### config.mk
export PLATFORM = sky130hd
export DESIGN_NAME = mcs_io_gpio_flat
export DESIGN_NICKNAME = d
export VERILOG_FILES = /design/src/rtl/mcs_io_gpio_if.sv /design/src/rtl/mcs_io_gpio.sv /design/src/flat_wrapper.sv
export SDC_FILE = /design/constraint.sdc
export NUM_CORES = 1
export LEC_CHECK = 0
export BUFFER_PORTS_ARGS = -buffer_cell sky130_fd_sc_hd__buf_4
export CAP_MARGIN = 20
export CORE_MARGIN = 3
export CORE_UTILIZATION = 49
export CTS_CLUSTER_SIZE = 25
export DETAILED_ROUTE_END_ITERATION = 12
export PLACE_DENSITY = 0.71
export SYNTH_ARGS = -nofsm -noshare
export SYNTH_HDL_FRONTEND = slang
export SYNTH_SLANG_ARGS = --single-unit
### constraint.sdc
create_clock -name Clk -period 1.6 [get_ports Clk]
set_input_delay 0.24 -clock Clk [delete_from_list [all_inputs] [get_ports Clk]]
set_output_delay 0.24 -clock Clk [all_outputs]
set_load 0.02 [all_outputs]
### src/rtl/mcs_io_gpio_if.sv
// ============================================================================
// mcs_io_gpio_if : MicroBlaze MCS IO bus signal bundle
// Rev 1.0 - initial release
// ============================================================================
`default_nettype none

interface mcs_io_gpio_if;
    logic        IO_Addr_Strobe;
    logic        IO_Read_Strobe;
    logic        IO_Write_Strobe;
    logic [31:0] IO_Address;
    logic [3:0]  IO_Byte_Enable;
    logic [31:0] IO_Write_Data;
    logic [31:0] IO_Read_Data;
    logic        IO_Ready;

    modport master (
        output IO_Addr_Strobe,
        output IO_Read_Strobe,
        output IO_Write_Strobe,
        output IO_Address,
        output IO_Byte_Enable,
        output IO_Write_Data,
        input  IO_Read_Data,
        input  IO_Ready
    );

    modport slave (
        input  IO_Addr_Strobe,
        input  IO_Read_Strobe,
        input  IO_Write_Strobe,
        input  IO_Address,
        input  IO_Byte_Enable,
        input  IO_Write_Data,
        output IO_Read_Data,
        output IO_Ready
    );
endinterface

`default_nettype wire

### src/rtl/mcs_io_gpio.sv
// ============================================================================
// mcs_io_gpio : MCS IO-bus GPIO slave (set/clear outputs, debounced inputs, irq)
// Rev 1.0 - initial release
// ============================================================================
`default_nettype none

module mcs_io_gpio #(
    parameter logic [31:0]      BASE_ADDR  = 32'hC000_0000,
    parameter int               OUT_W      = 8,
    parameter int               IN_W       = 8,
    parameter int               DEB_CYCLES = 1000,
    parameter logic [OUT_W-1:0] OUT_RST    = '0
) (
    input  wire logic             Clk,
    input  wire logic             Reset,
    mcs_io_gpio_if.slave          bus,
    output logic [OUT_W-1:0]      gpo,
    input  wire logic [IN_W-1:0]  gpi,
    output logic                  irq
);

    localparam int              CNT_W    = $clog2(DEB_CYCLES);
    localparam logic [CNT_W-1:0] CNT_LAST = CNT_W'(DEB_CYCLES - 1);

    localparam logic [5:0] OFS_DATA = 6'h00;
    localparam logic [5:0] OFS_SET  = 6'h01;
    localparam logic [5:0] OFS_CLR  = 6'h02;
    localparam logic [5:0] OFS_IN   = 6'h03;
    localparam logic [5:0] OFS_FLAG = 6'h04;
    localparam logic [5:0] OFS_IEN  = 6'h05;

    logic             hit;
    logic             wr_en;
    logic [5:0]       offs;
    logic [31:0]      be_mask;
    logic [31:0]      wdm;
    logic             unused_bits;

    logic             ready_q;
    logic [31:0]      rdata_q, rdata_d;
    logic [OUT_W-1:0] out_q, out_d;
    logic [IN_W-1:0]  sync1_q, sync2_q, deb_q, chg;
    logic [IN_W-1:0]  flag_q, flag_d;
    logic [IN_W-1:0]  ien_q, ien_d;
    logic             irq_q;

    assign hit     = bus.IO_Addr_Strobe && (bus.IO_Address[31:8] == BASE_ADDR[31:8]);
    assign wr_en   = hit && bus.IO_Write_Strobe;
    assign offs    = bus.IO_Address[7:2];
    assign be_mask = {{8{bus.IO_Byte_Enable[3]}}, {8{bus.IO_Byte_Enable[2]}},
                      {8{bus.IO_Byte_Enable[1]}}, {8{bus.IO_Byte_Enable[0]}}};
    assign wdm     = bus.IO_Write_Data & be_mask;

    // Bits beyond the channel widths and the byte-offset address bits carry no meaning here.
    assign unused_bits = ^{bus.IO_Address[1:0], wdm, be_mask};

    // Per-input debounce: a change is accepted only after DEB_CYCLES consecutive differing samples.
    for (genvar i = 0; i < IN_W; i++) begin : g_in
        logic [CNT_W-1:0] cnt_q;
        logic             differ;

        assign differ = sync2_q[i] != deb_q[i];
        assign chg[i] = differ && (cnt_q == CNT_LAST);

        always_ff @(posedge Clk) begin
            if (!Reset) begin
                cnt_q <= '0;
            end else if (!differ || chg[i]) begin
                cnt_q <= '0;
            end else begin
                cnt_q <= cnt_q + 1'b1;
            end
        end
    end

    always_comb begin
        out_d  = out_q;
        ien_d  = ien_q;
        flag_d = flag_q;
        if (wr_en) begin
            case (offs)
                OFS_DATA: out_d  = (out_q & ~be_mask[OUT_W-1:0]) | wdm[OUT_W-1:0];
                OFS_SET:  out_d  = out_q | wdm[OUT_W-1:0];
                OFS_CLR:  out_d  = out_q & ~wdm[OUT_W-1:0];
                OFS_FLAG: flag_d = flag_q & ~wdm[IN_W-1:0];
                OFS_IEN:  ien_d  = (ien_q & ~be_mask[IN_W-1:0]) | wdm[IN_W-1:0];
                default:  ;
            endcase
        end
        // A new debounced edge overrides a same-cycle clear.
        flag_d = flag_d | chg;
    end

    always_comb begin
        rdata_d = '0;
        if (hit && bus.IO_Read_Strobe) begin
            case (offs)
                OFS_DATA: rdata_d[OUT_W-1:0] = out_q;
                OFS_IN:   rdata_d[IN_W-1:0]  = deb_q;
                OFS_FLAG: rdata_d[IN_W-1:0]  = flag_q;
                OFS_IEN:  rdata_d[IN_W-1:0]  = ien_q;
                default:  ;
            endcase
        end
    end

    always_ff @(posedge Clk) begin
        if (!Reset) begin
            ready_q <= 1'b0;
            rdata_q <= '0;
            out_q   <= OUT_RST;
            sync1_q <= '0;
            sync2_q <= '0;
            deb_q   <= '0;
            flag_q  <= '0;
            ien_q   <= '0;
            irq_q   <= 1'b0;
        end else begin
            ready_q <= hit;
            rdata_q <= rdata_d;
            out_q   <= out_d;
            sync1_q <= gpi;
            sync2_q <= sync1_q;
            deb_q   <= deb_q ^ chg;
            flag_q  <= flag_d;
            ien_q   <= ien_d;
            irq_q   <= |(flag_q & ien_q);
        end
    end

    assign bus.IO_Ready     = ready_q;
    assign bus.IO_Read_Data = rdata_q;
    assign gpo              = out_q;
    assign irq              = irq_q;

endmodule

`default_nettype wire

### src/flat_wrapper.sv
// flat-port wrapper written by rule: the top's interface ports become plain ports
module mcs_io_gpio_flat 
#(
    parameter logic [31:0]      BASE_ADDR  = 32'hC000_0000,
    parameter int               OUT_W      = 8,
    parameter int               IN_W       = 8,
    parameter int               DEB_CYCLES = 1000,
    parameter logic [OUT_W-1:0] OUT_RST    = '0
)
  (Clk, Reset, gpo, gpi, irq, bus_IO_Addr_Strobe, bus_IO_Read_Strobe, bus_IO_Write_Strobe, bus_IO_Address, bus_IO_Byte_Enable, bus_IO_Write_Data, bus_IO_Read_Data, bus_IO_Ready);
  mcs_io_gpio_if bus_i ();
  input  wire logic Clk;
  input  wire logic Reset;
  output logic [OUT_W-1:0] gpo;
  input  wire logic [IN_W-1:0] gpi;
  output logic irq;
  input wire logic [$bits(bus_i.IO_Addr_Strobe)-1:0] bus_IO_Addr_Strobe;
  input wire logic [$bits(bus_i.IO_Read_Strobe)-1:0] bus_IO_Read_Strobe;
  input wire logic [$bits(bus_i.IO_Write_Strobe)-1:0] bus_IO_Write_Strobe;
  input wire logic [$bits(bus_i.IO_Address)-1:0] bus_IO_Address;
  input wire logic [$bits(bus_i.IO_Byte_Enable)-1:0] bus_IO_Byte_Enable;
  input wire logic [$bits(bus_i.IO_Write_Data)-1:0] bus_IO_Write_Data;
  output wire logic [$bits(bus_i.IO_Read_Data)-1:0] bus_IO_Read_Data;
  output wire logic [$bits(bus_i.IO_Ready)-1:0] bus_IO_Ready;
  assign bus_i.IO_Addr_Strobe = bus_IO_Addr_Strobe;
  assign bus_i.IO_Read_Strobe = bus_IO_Read_Strobe;
  assign bus_i.IO_Write_Strobe = bus_IO_Write_Strobe;
  assign bus_i.IO_Address = bus_IO_Address;
  assign bus_i.IO_Byte_Enable = bus_IO_Byte_Enable;
  assign bus_i.IO_Write_Data = bus_IO_Write_Data;
  assign bus_IO_Read_Data = bus_i.IO_Read_Data;
  assign bus_IO_Ready = bus_i.IO_Ready;
  mcs_io_gpio #(.BASE_ADDR(BASE_ADDR), .OUT_W(OUT_W), .IN_W(IN_W), .DEB_CYCLES(DEB_CYCLES), .OUT_RST(OUT_RST)) u_core (.Clk(Clk), .Reset(Reset), .bus(bus_i), .gpo(gpo), .gpi(gpi), .irq(irq));
endmodule
# ---- Yosys cells after proc, flatten, opt, wreduce, memory -nomap -nowiden
# Index checks and enable logic that the tools add are counted.
dict set report word_totals {
  regBits 162
  input_bits 81
  output_inout_bits 42
  wordCells 107
}
dict set report op_classes {
  addsub 8
  n_eq_ne 22
  mux 4
  n_bitwise 14
  reduce_logical 41
}
# operator n
set op_table {}
lappend op_table {{10-bit by 1-bit adder with 10-bit output (second input constant)} 8}
lappend op_table {{10-bit == test (second input constant)} 8}
lappend op_table {{8-bit bitwise AND} 6}
lappend op_table {{8-bit OR} 4}
lappend op_table {{8-bit case mux with 4 select lines} 1}
lappend op_table {{24-bit == test (second input constant)} 1}
lappend op_table {{8-bit case mux with 3 select lines} 1}
lappend op_table {{8-bit 2-to-1 mux} 2}
lappend op_table {{8-bit inverter} 2}
lappend op_table {{2-bit OR reduction} 8}
lappend op_table {{6-bit by 2-bit == test with 1-bit output (second input constant)} 2}
lappend op_table {{6-bit by 3-bit == test with 1-bit output (second input constant)} 2}
lappend op_table {{1-bit logical AND} 11}
lappend op_table {{1-bit zero test} 8}
lappend op_table {{1-bit logical OR} 8}
lappend op_table {{1-bit != test} 8}
lappend op_table {{8-bit OR reduction} 1}
lappend op_table {{8-bit bitwise XOR} 1}
lappend op_table {{6-bit by 1-bit == test with 1-bit output (second input constant)} 1}
lappend op_table {{6-bit zero test} 1}
lappend op_table {{2-bit AND reduction} 3}
lappend op_table {{3-bit nonzero test} 1}
lappend op_table {{1-bit inverter} 1}

# ---- Depth between registers and ports, before layout
# Gate-level depths: netlist (run 1).
dict set report logic_depth {
  depth_word 6
  depth_mapped 6
}

# ---- Worst setup path after synthesis (run 1)
# OpenSTA, ideal clock, no wires.
dict set report synth_path {
  path_kind {input to register}
  from {in bus_IO_Address[4]}
  to {reg u_core.out_q[5] (netlist: u_core.gpo[5])}
  setup_ns 0.137
  arrival_time_ns 1.511
  required_ns 1.463
  setup_slack_ns -0.047
  cell_stages 5
  n_path_buf 1
  cell_sequence {or4_4 buf_6 nand2b_4 a2111oi_1 o22ai_1}
}
dict set report synth_via {
  elab_chain_len 3
  elab_cells_between_ends 6
  cone_classes {2 x eq/ne; 1 x mux; 3 x reduce/logical}
}
# item line
set synth_lines {}
lappend synth_lines {{start, declared} flat_wrapper.sv:20} ;# input wire logic [$bits(bus_i.IO_Address)-1:0] bus_IO_Address;
lappend synth_lines {{6-bit by 1-bit == test with 1-bit output, or another cell as far along} mcs_io_gpio.sv:81} ;# case (offs)
lappend synth_lines {{3-bit nonzero test (no line)} --}
lappend synth_lines {{2-bit AND reduction (no line)} --}
lappend synth_lines {{end signal, assigned} mcs_io_gpio.sv:121} ;# out_q <= out_d;
lappend synth_lines {{end, declared} mcs_io_gpio.sv:41} ;# logic [OUT_W-1:0] out_q, out_d;
# Parallel ways exist; a longest one is shown, timed or not.
# A chain may end at the register's enable or synchronous reset.

# ---- Worst setup path after layout (run 1)
dict set report layout_path {
  from {reg u_core.g_in[3].cnt_q[3]}
  to {reg u_core.flag_q[3]}
}
dict set report layout_via {
  elab_chain_len 3
}
# item line
set layout_lines {}
lappend layout_lines {{start, declared} mcs_io_gpio.sv:59} ;# logic [CNT_W-1:0] cnt_q;
lappend layout_lines {{start signal, assigned} mcs_io_gpio.sv:71} ;# cnt_q <= cnt_q + 1'b1;
lappend layout_lines {{10-bit == test} mcs_io_gpio.sv:63} ;# assign chg[i] = differ && (cnt_q == CNT_LAST);
lappend layout_lines {{1-bit logical AND} mcs_io_gpio.sv:63}
lappend layout_lines {{8-bit OR} mcs_io_gpio.sv:91} ;# flag_d = flag_d | chg;
lappend layout_lines {{end signal, assigned} mcs_io_gpio.sv:125} ;# flag_q <= flag_d;
lappend layout_lines {{end, declared} mcs_io_gpio.sv:43} ;# logic [IN_W-1:0] flag_q, flag_d;
# Every way passes these cells.

==> run_results.csv, run 1 <==
group,metric,value,unit
drt,per_cell_routed_wire_length,14.6,microns
clock_tree,tritoncts,"built",
clock_tree,htreeDepth,4,
sta,finalSetupViolCount,0,
placed_design,dpl.hpwl,9470,microns
drt,vias_per_instance,5.34,
sta,finalHoldViolations,0,
synth,synthXorXnorAreaFrac,10.7,%
die,coreArea,11700,sq um
drt,firstDrtPassIters,4,
placed_design,place_congestion,0.876,
placed_design,postPlaceCellArea,6800,sq um
synth,netlist_area,5950,sq um
synth,yosys_register_bits,138,
worst_setup_path,sort_of_element_at_the_start_of_the_critical_path,"flip-flop",
worst_hold_path,holdCritPathClass,"in -> reg",
grt,gr-usage-all-layers,20.9,%
clock_tree,cts-root-to-sink-buffers,2,
worst_setup_path,timing.rr.end,"u_core.flag_q[3]$_SDFF_PN0_",
layout,area_growth,25.3,%
worst_hold_path,timing.hold.worst_endpoint,"u_core.sync1_q[7]$_SDFF_PN0_",
worst_hold_path,hold-path-cell-count,2,
synth,synth_top_family_by_area,"simple AND/OR/NAND/NOR gates",
clock_tree,cts.sinks,138,
synth,yosysWarnings,0,
worst_setup_path,critical_path.max_stage_delay,0.44,ns
power,power.static_leakage,0.00280,uW
die,die_width,116,microns
die,io-pin-count,123,
grt,overflow,0,
placed_design,port_buffers,69,
layout,drive_gt1_share,22.5,%
grt,grt_pass1_vias,4942,
clock_tree,clock-root-buffer,"sky130_fd_sc_hd__clkbuf_16",
worst_setup_path,critical_path_class,"reg -> reg",
synth,synth.yosys.seq_area_share,46.4,%
worst_setup_path,rr_startpoint,"u_core.g_in[3].cnt_q[3]$_SDFF_PP0_",
layout,post-route-cell-area,7460,sq um
synth,synth.lib_cells_used.distinct,50,
synth,synth.area.mux_share,2.86,%
sta,achievable-frequency,0.648,GHz
layout,n_antenna_cell,0,
die,die_extent_in_y,116,microns
sta,setup_total_negative_slack,0,ns
worst_hold_path,min-delay-start,"gpi[7]",
sta,drv_slew,0,
grt,global_route_wire_length_before_repair,22200,microns
grt,grt_start_max_net_pins,33,
status,run_status,"finished clean",
worst_setup_path,r2r_worst_path_depth,5,
sta,setup_slack,0.0570,ns
drt,dr_total_vias,4922,
drt,dr.first_iter.drc_count,342,
synth,synth.avg_cell_area,9.03,sq um
worst_setup_path,setup.worst_path.start,"u_core.g_in[3].cnt_q[3]$_SDFF_PP0_",
synth,synthesis.instances,659,
power,vdd_ir_drop_max,0.000791,V
synth,postSynth.asyncResetShare,0,%
sta,timing.final.crit_share,96.4,%
die,rows,39,
synth,edff_count_synth,0,
placed_design,place.detailed.instances,891,
synth,ys_top_cells_by_area,"sky130_fd_sc_hd__dfxtp_1 46%, sky130_fd_sc_hd__nor2_1 6.4%, sky130_fd_sc_hd__xnor2_1 5.6%",
worst_setup_path,end_kind,"flip-flop",
worst_setup_path,reg2reg_slack,0.06,ns
synth,synthSimpleGateAreaFrac,25.9,%
worst_setup_path,critical-path-slowest-cell,"sky130_fd_sc_hd__or4_4",
synth,post_synth_top_area_cell,"sky130_fd_sc_hd__dfxtp_1",
clock_tree,numCtsBuffers,17,
synth,synth_most_common_cell,"sky130_fd_sc_hd__dfxtp_1",
worst_setup_path,crit_path_max_fanout,2,
worst_setup_path,timing.critical_path.arrival,1.90,ns
drt,totalWireLength,13500,microns
sta,finalClockSkew,0.0145,ns
job,maxCapViolCount,0,
placed_design,place_ws,-0.240,ns
drt,post-route-drc-count,0,
layout,final_cells,922,
clock_tree,worstSkewPairLatency,0.42,ns
synth,yosys.area.top_type_share,46.4,%
drt,postRouteAntennaNets,0,
clock_tree,clock_input_transition_at_the_sequential_cells_of_the_worst_setup_and_hold_paths,0.06,ns
synth,post_synth_fa_ha_maj_area_fraction,1.68,%
power,p_per_area,1030,nW/um^2
worst_setup_path,critical_path_required,1.95,ns
layout,final_net_count,856,
power,design_power_total,7690,uW
worst_setup_path,crit_chain,"or3b_1, or4_4, buf_6, nand2b_1, a21oi_1",
synth,dominantRegCellSynth,"sky130_fd_sc_hd__dfxtp_1",
clock_tree,holdBufCountCts,0,
die,total_die_area,13500,sq um
synth,synth_compound_gate_area_share,7.00,%
synth,synth_top_cells_by_count,"138 x sky130_fd_sc_hd__dfxtp_1, 101 x sky130_fd_sc_hd__nor2_1, 58 x sky130_fd_sc_hd__nand2_1",
grt,grt_antenna_before_repair,0,
sta,unrepaired_setup_endpoints_after_global_routing,"true",
sta,layout_min_cycle_time,1.54,ns
die,start_util,51.0,%
==> report_power, final <==
part / total [uW] / internal [uW] / switching [uW] / leakage (uW)
Combinational: 314 / 131 / 183 / 0.00140
Clock: 3900 / 2480 / 1420 / 0.000286
Sequential: 3480 / 3460 / 12.4 / 0.00112
Total: 7690 / 6070 / 1620 / 0.00280
==> worst max-delay path by stage <==
stage                     slack [ns]  cells past startpoint                     endpoint
final                           0.06                      5  u_core.flag_q[3]$_SDFF_PN0_
after floorplan                -0.03                      5   u_core.gpo[6]$_SDFFE_PN0P_
after global placement         -0.18                      5   u_core.gpo[0]$_SDFFE_PN0P_
after CTS                     0.0007                      6  u_core.flag_q[3]$_SDFF_PN0_
after detailed placement       -0.24                      5   u_core.gpo[3]$_SDFFE_PN0P_
after global routing           0.003                      5  u_core.flag_q[3]$_SDFF_PN0_
==> cells in the final DEF (no fill, tap or decap), drive strengths merged, types with 3 or more instances in the layout <==
cell type  netlist  layout
dfxtp          138     138
buf             28     111
nor2           102     102
nand2           58      58
xnor2           38      38
xor2            35      35
nor3            27      27
nand4           26      26
conb             1      24
and2            23      23
nand3           21      21
clkbuf          17      20
inv             14      15
nor4            13      13
o22ai           11      11
a21oi           10      10
and3             9       9
mux2i            8       8
mux2             8       8
a222oi           8       8
o31ai            8       8
a2111oi          8       8
ha               8       8
nand4b           5       5
and4             5       5
clkinv           0       5
or4              4       4
a22oi            4       4
or2              3       3
nand3b           3       3
bufinv           0       3
o21ai            3       3
==> per-layer routing <==
| metal | track usage (%) | part of all wire [%] | up-vias |
|---|---|---|---|
| met4 | 9.13 | 1.9 | 0 |
| met2 | 36.2 | 50 | 133 |
| met5 | 0 | 0 | - |
| met3 | 5.44 | 4.7 | 30 |
| li1 | - | - | 2477 |
| met1 | 24.2 | 43 | 2282 |
==> logic make-up (layout without fill, tap and decap cells) <==
kind of cell	Yosys count	count (layout)
AO/OA/AOI/OAI	56	56
other	1	24
XOR/XNOR	73	73
buffers and inverters	59	156
flip-flops	138	138
adder cells (fa/ha/maj)	8	8
AND/OR/NAND/NOR	308	308
multiplexers	16	16
==> stage by stage <==
step / hold WS, ns / util (%)
floorplan: 0.367 / -
global placement: 0.415 / 58.3
detailed placement: 0.419 / 58.3
CTS: 0.0141 / 63.4
global route: 0.0197 / 63.9
finish: 0.0213 / 63.9
==> final cells by class <==
cell class	instances	area [sq um]
multi-input combinational	485	3010
tap	143	179
clock inverter	11	146
inverter	14	52.6
sequential	138	2770
fill	971	4210
timing repair buffer	111	850
clock buffer	20	447
==> worst max-delay path: cells and delay by family (launching register included) <==
| kind | cells | cell delay (ns) |
|---|---|---|
| buffers and inverters | 1 | 0.13 |
| DFF | 1 | 0.30 |
| AOI/OAI and AO/OA | 1 | 0.11 |
| and+or+nand+nor | 3 | 0.93 |
==> timing repair <==
action	in CTS	in global routing
gates resized for setup	0	19
buffers inserted	0	0
setup endpoints to repair	0	34
No activity file was read; power rests on OpenSTA's default activity.
==> run 2, diff against run 1 <==
- CORE_MARGIN: 3 -> 4
==> run_results.csv, run 2 (synthesis gave the netlist of run 1 again) <==
group,metric,value,unit
layout,final_cells,927,
sta,setup_total_negative_slack,0,ns
layout,final_cell_mix,"132 x sky130_fd_sc_hd__dfxtp_1, 112 x sky130_fd_sc_hd__buf_4, 101 x sky130_fd_sc_hd__nor2_1",
die,io-pin-count,123,
sta,drv_slew,0,
clock_tree,clock_input_transition_at_the_sequential_cells_of_the_worst_setup_and_hold_paths,0.06,ns
worst_setup_path,critical_path_required,1.90,ns
power,vdd_ir_drop_max,0.000875,V
placed_design,place_congestion,0.911,
sta,unrepaired_setup_endpoints_after_global_routing,"true",
die,die_width,118,microns
die,rows,39,
grt,grt_antenna_before_repair,0,
clock_tree,tritoncts,"built",
sta,finalHoldViolations,0,
placed_design,postPlaceCellArea,6830,sq um
layout,n_antenna_cell,0,
placed_design,place.detailed.instances,895,
clock_tree,clock-root-buffer,"sky130_fd_sc_hd__clkbuf_16",
grt,overflow,0,
sta,timing.final.crit_share,96.0,%
clock_tree,numCtsBuffers,17,
die,coreArea,11700,sq um
clock_tree,htreeDepth,4,
layout,mostFrequentLayoutCell,"sky130_fd_sc_hd__dfxtp_1",
worst_hold_path,holdCritPathClass,"in -> reg",
layout,drive_gt1_share,23.0,%
grt,gr-usage-all-layers,20.2,%
grt,global_route_wire_length_before_repair,23000,microns
sta,finalSetupViolCount,0,
worst_setup_path,sort_of_element_at_the_start_of_the_critical_path,"flip-flop",
die,start_util,51.0,%
layout,area_growth,26.4,%
grt,grt_pass1_vias,4883,
clock_tree,worstSkewPairLatency,0.42,ns
status,run_status,"finished clean",
layout,final_net_count,860,
drt,totalWireLength,13800,microns
placed_design,port_buffers,69,
worst_setup_path,critical_path_class,"reg -> reg",
worst_setup_path,crit_path_max_fanout,2,
layout,post-route-cell-area,7520,sq um
clock_tree,holdBufCountCts,0,
die,die_extent_in_y,118,microns
sta,hold_ws,0.0282,ns
drt,vias_per_instance,5.41,
sta,layout_min_cycle_time,1.54,ns
worst_setup_path,timing.critical_path.arrival,1.84,ns
clock_tree,cts.sinks,138,
drt,firstDrtPassIters,7,
drt,per_cell_routed_wire_length,14.9,microns
drt,dr.first_iter.drc_count,382,
placed_design,dpl.hpwl,9750,microns
drt,post-route-drc-count,0,
drt,postRouteAntennaNets,0,
job,maxCapViolCount,0,
die,total_die_area,14000,sq um
power,power.static_leakage,0.00284,uW
power,p_per_area,1060,nW/um^2
sta,finalClockSkew,0.00672,ns
worst_setup_path,end_kind,"flip-flop",
sta,achievable-frequency,0.651,GHz
drt,dr_total_vias,5013,
clock_tree,cts-root-to-sink-buffers,2,
grt,grt_start_max_net_pins,23,
[run 2: cell count changes in the layout (fill, tap and decap cells not counted)]
| cell | change |
|---|---|
| sky130_fd_sc_hd__nand3_1 | +1 |
| sky130_fd_sc_hd__inv_6 | -1 |
| sky130_fd_sc_hd__mux2i_1 | -1 |
| sky130_fd_sc_hd__nand3_2 | -1 |
| sky130_fd_sc_hd__ha_1 | +1 |
| sky130_fd_sc_hd__clkbuf_8 | +2 |
| sky130_fd_sc_hd__buf_4 | +3 |
| sky130_fd_sc_hd__mux2i_2 | +1 |
| sky130_fd_sc_hd__bufinv_16 | +1 |
| sky130_fd_sc_hd__clkbuf_1 | -1 |
| sky130_fd_sc_hd__buf_6 | +1 |
| sky130_fd_sc_hd__ha_4 | -1 |
[run 2: report_power, final]
| part | leakage (uW) | internal [uW] | switching [uW] | total (uW) |
|---|---|---|---|---|
| registers | 0.00112 | 3460 | 12.4 | 3480 |
| logic | 0.00142 | 135 | 182 | 317 |
| clock network | 0.000309 | 2730 | 1440 | 4170 |
| total | 0.00284 | 6330 | 1640 | 7960 |
[run 2: what timing repair did]
item,4_1_cts,5_1_grt
setup buffers,0,0
resized for setup,0,18
hold endpoints to repair,0,0
setup endpoints to repair,0,31
[run 2: worst max-delay path: stages (launching register included)]
cell and delay [ns]:
sky130_fd_sc_hd__dfxtp_1 0.30, sky130_fd_sc_hd__or3b_1 0.37, sky130_fd_sc_hd__or4_4 0.43, sky130_fd_sc_hd__buf_6 0.13, sky130_fd_sc_hd__mux2i_1 0.14, sky130_fd_sc_hd__nor2_1 0.05
[run 2: layer usage]
layer | track usage, % | wire length (microns)
met1 | 23.8 | 5660
met2 | 35.3 | 7150
met3 | 5.64 | 762
met4 | 7.25 | 213
met5 | 0 | 0
[run 2: path summary, 6_finish.rpt]
check	from	to	slack, ns	cells past startpoint
min reg2reg	u_core.g_in[5].cnt_q[0]$_SDFF_PP0_	u_core.g_in[5].cnt_q[0]$_SDFF_PP0_	0.41	1
min	gpi[4]	u_core.sync1_q[4]$_SDFF_PN0_	0.03	2
max	u_core.g_in[3].cnt_q[3]$_SDFF_PP0_	flip-flop	0.06	5
max reg2reg	u_core.g_in[3].cnt_q[3]$_SDFF_PP0_	flip-flop	0.06	5
[run 2: cell type report]
cell class	instances	area, sq um
Multi-Input combinational cell	485	3000
Tap cell	143	179
Sequential cell	138	2770
Clock inverter	11	168
Inverter	14	52.6
Timing Repair Buffer	115	883
Clock buffer	21	470
Fill cell	988	4140
[run 2: per-stage QoR]
step	util, %	setup slack, ns	power [uW]
final	64.5	0.0633	7960
after global routing	64.5	-0.0275	8250
after CTS	64.0	0.00260	8040
after detailed placement	58.6	-0.223	3860
after global placement	58.6	-0.169	3850
after floorplan	-	-0.0341	3750
==> run 3, diff against run 2 <==
- HOLD_SLACK_MARGIN: default -> 0.06
==> run_results.csv, run 3 (synthesis gave the netlist of run 1 again) <==
group,metric,value,unit
status,run_status,"finished clean",
placed_design,dpl.hpwl,9750,microns
worst_setup_path,timing.critical_path.arrival,1.83,ns
sta,finalSetupViolCount,0,
clock_tree,numCtsBuffers,17,
clock_tree,clock-root-buffer,"sky130_fd_sc_hd__clkbuf_16",
layout,post-route-cell-area,7600,sq um
power,p_sw_share,20.6,%
worst_hold_path,holdCritPathClass,"in -> reg",
die,die_width,118,microns
job,maxCapViolCount,0,
sta,layout_min_cycle_time,1.53,ns
grt,gr-usage-all-layers,20.4,%
sta,timing.final.crit_share,95.8,%
layout,sequential_cell_area,2770,sq um
power,vdd_ir_drop_max,0.000879,V
worst_setup_path,critical-path-slowest-cell,"sky130_fd_sc_hd__or4_4",
worst_setup_path,critical_path.max_stage_delay,0.43,ns
clock_tree,cts_setup_buffers,0,
placed_design,place_congestion,0.911,
clock_tree,tritoncts,"built",
grt,grt_pass1_vias,4926,
placed_design,postPlaceCellArea,6830,sq um
drt,dr.first_iter.drc_count,406,
drt,per_cell_routed_wire_length,14.8,microns
worst_setup_path,rr_startpoint,"u_core.g_in[3].cnt_q[3]$_SDFF_PP0_",
die,die_extent_in_y,118,microns
grt,overflow,0,
worst_setup_path,critical_path_class,"reg -> reg",
die,io-pin-count,123,
worst_setup_path,sort_of_element_at_the_start_of_the_critical_path,"flip-flop",
die,start_util,51.0,%
sta,drv_slew,0,
power,cell_int_power,6340,uW
worst_setup_path,r2r_worst_path_depth,5,
sta,hold_ws,0.109,ns
power,power_frac_clock,52.3,%
drt,postRouteAntennaNets,0,
sta,finalHoldViolations,0,
worst_setup_path,crit_path_max_fanout,2,
grt,grt_start_max_net_pins,23,
power,design_power_total,7980,uW
layout,mostFrequentLayoutCell,"sky130_fd_sc_hd__dfxtp_1",
layout,drive_gt1_share,22.7,%
die,coreArea,11700,sq um
layout,multi_input_area,3000,sq um
die,rows,39,
power,combinational_power_share,4.2,%
layout,fill_cells,972,
worst_setup_path,setup.worst_path.start,"u_core.g_in[3].cnt_q[3]$_SDFF_PP0_",
power,p_seq_share,43.6,%
layout,area_growth,27.7,%
worst_setup_path,end_kind,"flip-flop",
worst_setup_path,crit_chain,"or3b_1, or4_4, buf_6, mux2i_1, nor2_1",
worst_setup_path,critical_path_required,1.90,ns
layout,final_net_count,868,
grt,global_route_wire_length_before_repair,23200,microns
placed_design,port_buffers,69,
clock_tree,htreeDepth,4,
clock_tree,cts.sinks,138,
sta,unrepaired_setup_endpoints_after_global_routing,"true",
drt,firstDrtPassIters,7,
grt,grt_antenna_before_repair,0,
drt,vias_per_instance,5.37,
drt,totalWireLength,13900,microns
layout,final_cell_mix,"132 x sky130_fd_sc_hd__dfxtp_1, 112 x sky130_fd_sc_hd__buf_4, 101 x sky130_fd_sc_hd__nor2_1",
layout,postLayoutCoreUtil,65.2,%
power,power.static_leakage,0.00288,uW
drt,post-route-drc-count,0,
sta,finalClockSkew,0.00552,ns
clock_tree,cts-root-to-sink-buffers,2,
drt,dr_total_vias,5024,
worst_setup_path,reg2reg_slack,0.07,ns
sta,achievable-frequency,0.652,GHz
clock_tree,worstSkewPairLatency,0.42,ns
power,p_per_area,1050,nW/um^2
die,total_die_area,14000,sq um
layout,n_antenna_cell,0,
power,switching_power,1640,uW
clock_tree,clock_input_transition_at_the_sequential_cells_of_the_worst_setup_and_hold_paths,0.06,ns
run 3: worst min path at each step:
stage	cells past startpoint	end	slack (ns)	from
finish	3	flip-flop	0.11	bus_IO_Write_Data[7]
global placement	1	u_core.sync2_q[7]$_SDFF_PN0_	0.42	u_core.sync1_q[7]$_SDFF_PN0_
CTS	3	flip-flop	0.09	bus_IO_Write_Data[7]
floorplan	1	u_core.sync1_q[0]$_SDFF_PN0_	0.37	gpi[0]
global route	3	flip-flop	0.1	bus_IO_Write_Data[2]
detailed placement	1	u_core.sync2_q[2]$_SDFF_PN0_	0.42	u_core.sync1_q[2]$_SDFF_PN0_
run 3: critical path, delay by kind of cell, from the launching register on:
kind,cells,cell delay (ns)
buf+inv,1,0.13
flops,1,0.30
mux,1,0.14
simple gates,3,0.85
run 3: area by class of cell:
cell class / count / share of cell area (%)
inverters: 14 / 0.691
flip-flops and latches: 138 / 36.4
well taps: 143 / 2.35
repair buffers: 123 / 12.7
clock buffers: 21 / 6.19
clock inverters: 11 / 2.21
multi-input cells: 485 / 39.5
run 3: routing by layer:
metal | vias up | GRT usage, % | part of all wire (%) | wire, microns
li1 | 2502 | - | - | -
met4 | 0 | 7.25 | 1.9 | 259
met5 | - | 0 | 0 | 0
met3 | 26 | 5.59 | 5.3 | 732
met2 | 140 | 35.6 | 52 | 7200
met1 | 2356 | 24.0 | 41 | 5680
run 3: repair_timing:
action	in CTS	in global routing
hold endpoints to repair	8	0
endpoints found under the setup margin	0	31
hold buffers	8	0
gates resized for setup	0	18
run 3: power by group through the flow:
stage | combinational (uW) | sequential [uW] | clock [uW]
detailed placement | 312 | 3550 | 0
floorplan | 201 | 3550 | 0
finish | 333 | 3480 | 4170
CTS | 329 | 3470 | 4260
global placement | 306 | 3550 | 0
global route | 361 | 3480 | 4430
run 3: per-stage QoR:
step                      worst slack (ns)  cells  TNS (ns)
after global routing               -0.0275    935   -0.0692
after CTS                          0.00260    935         0
final                               0.0673    935         0
after global placement              -0.169    895     -2.22
after floorplan                    -0.0341    682    -0.249
after detailed placement            -0.223    895     -4.22
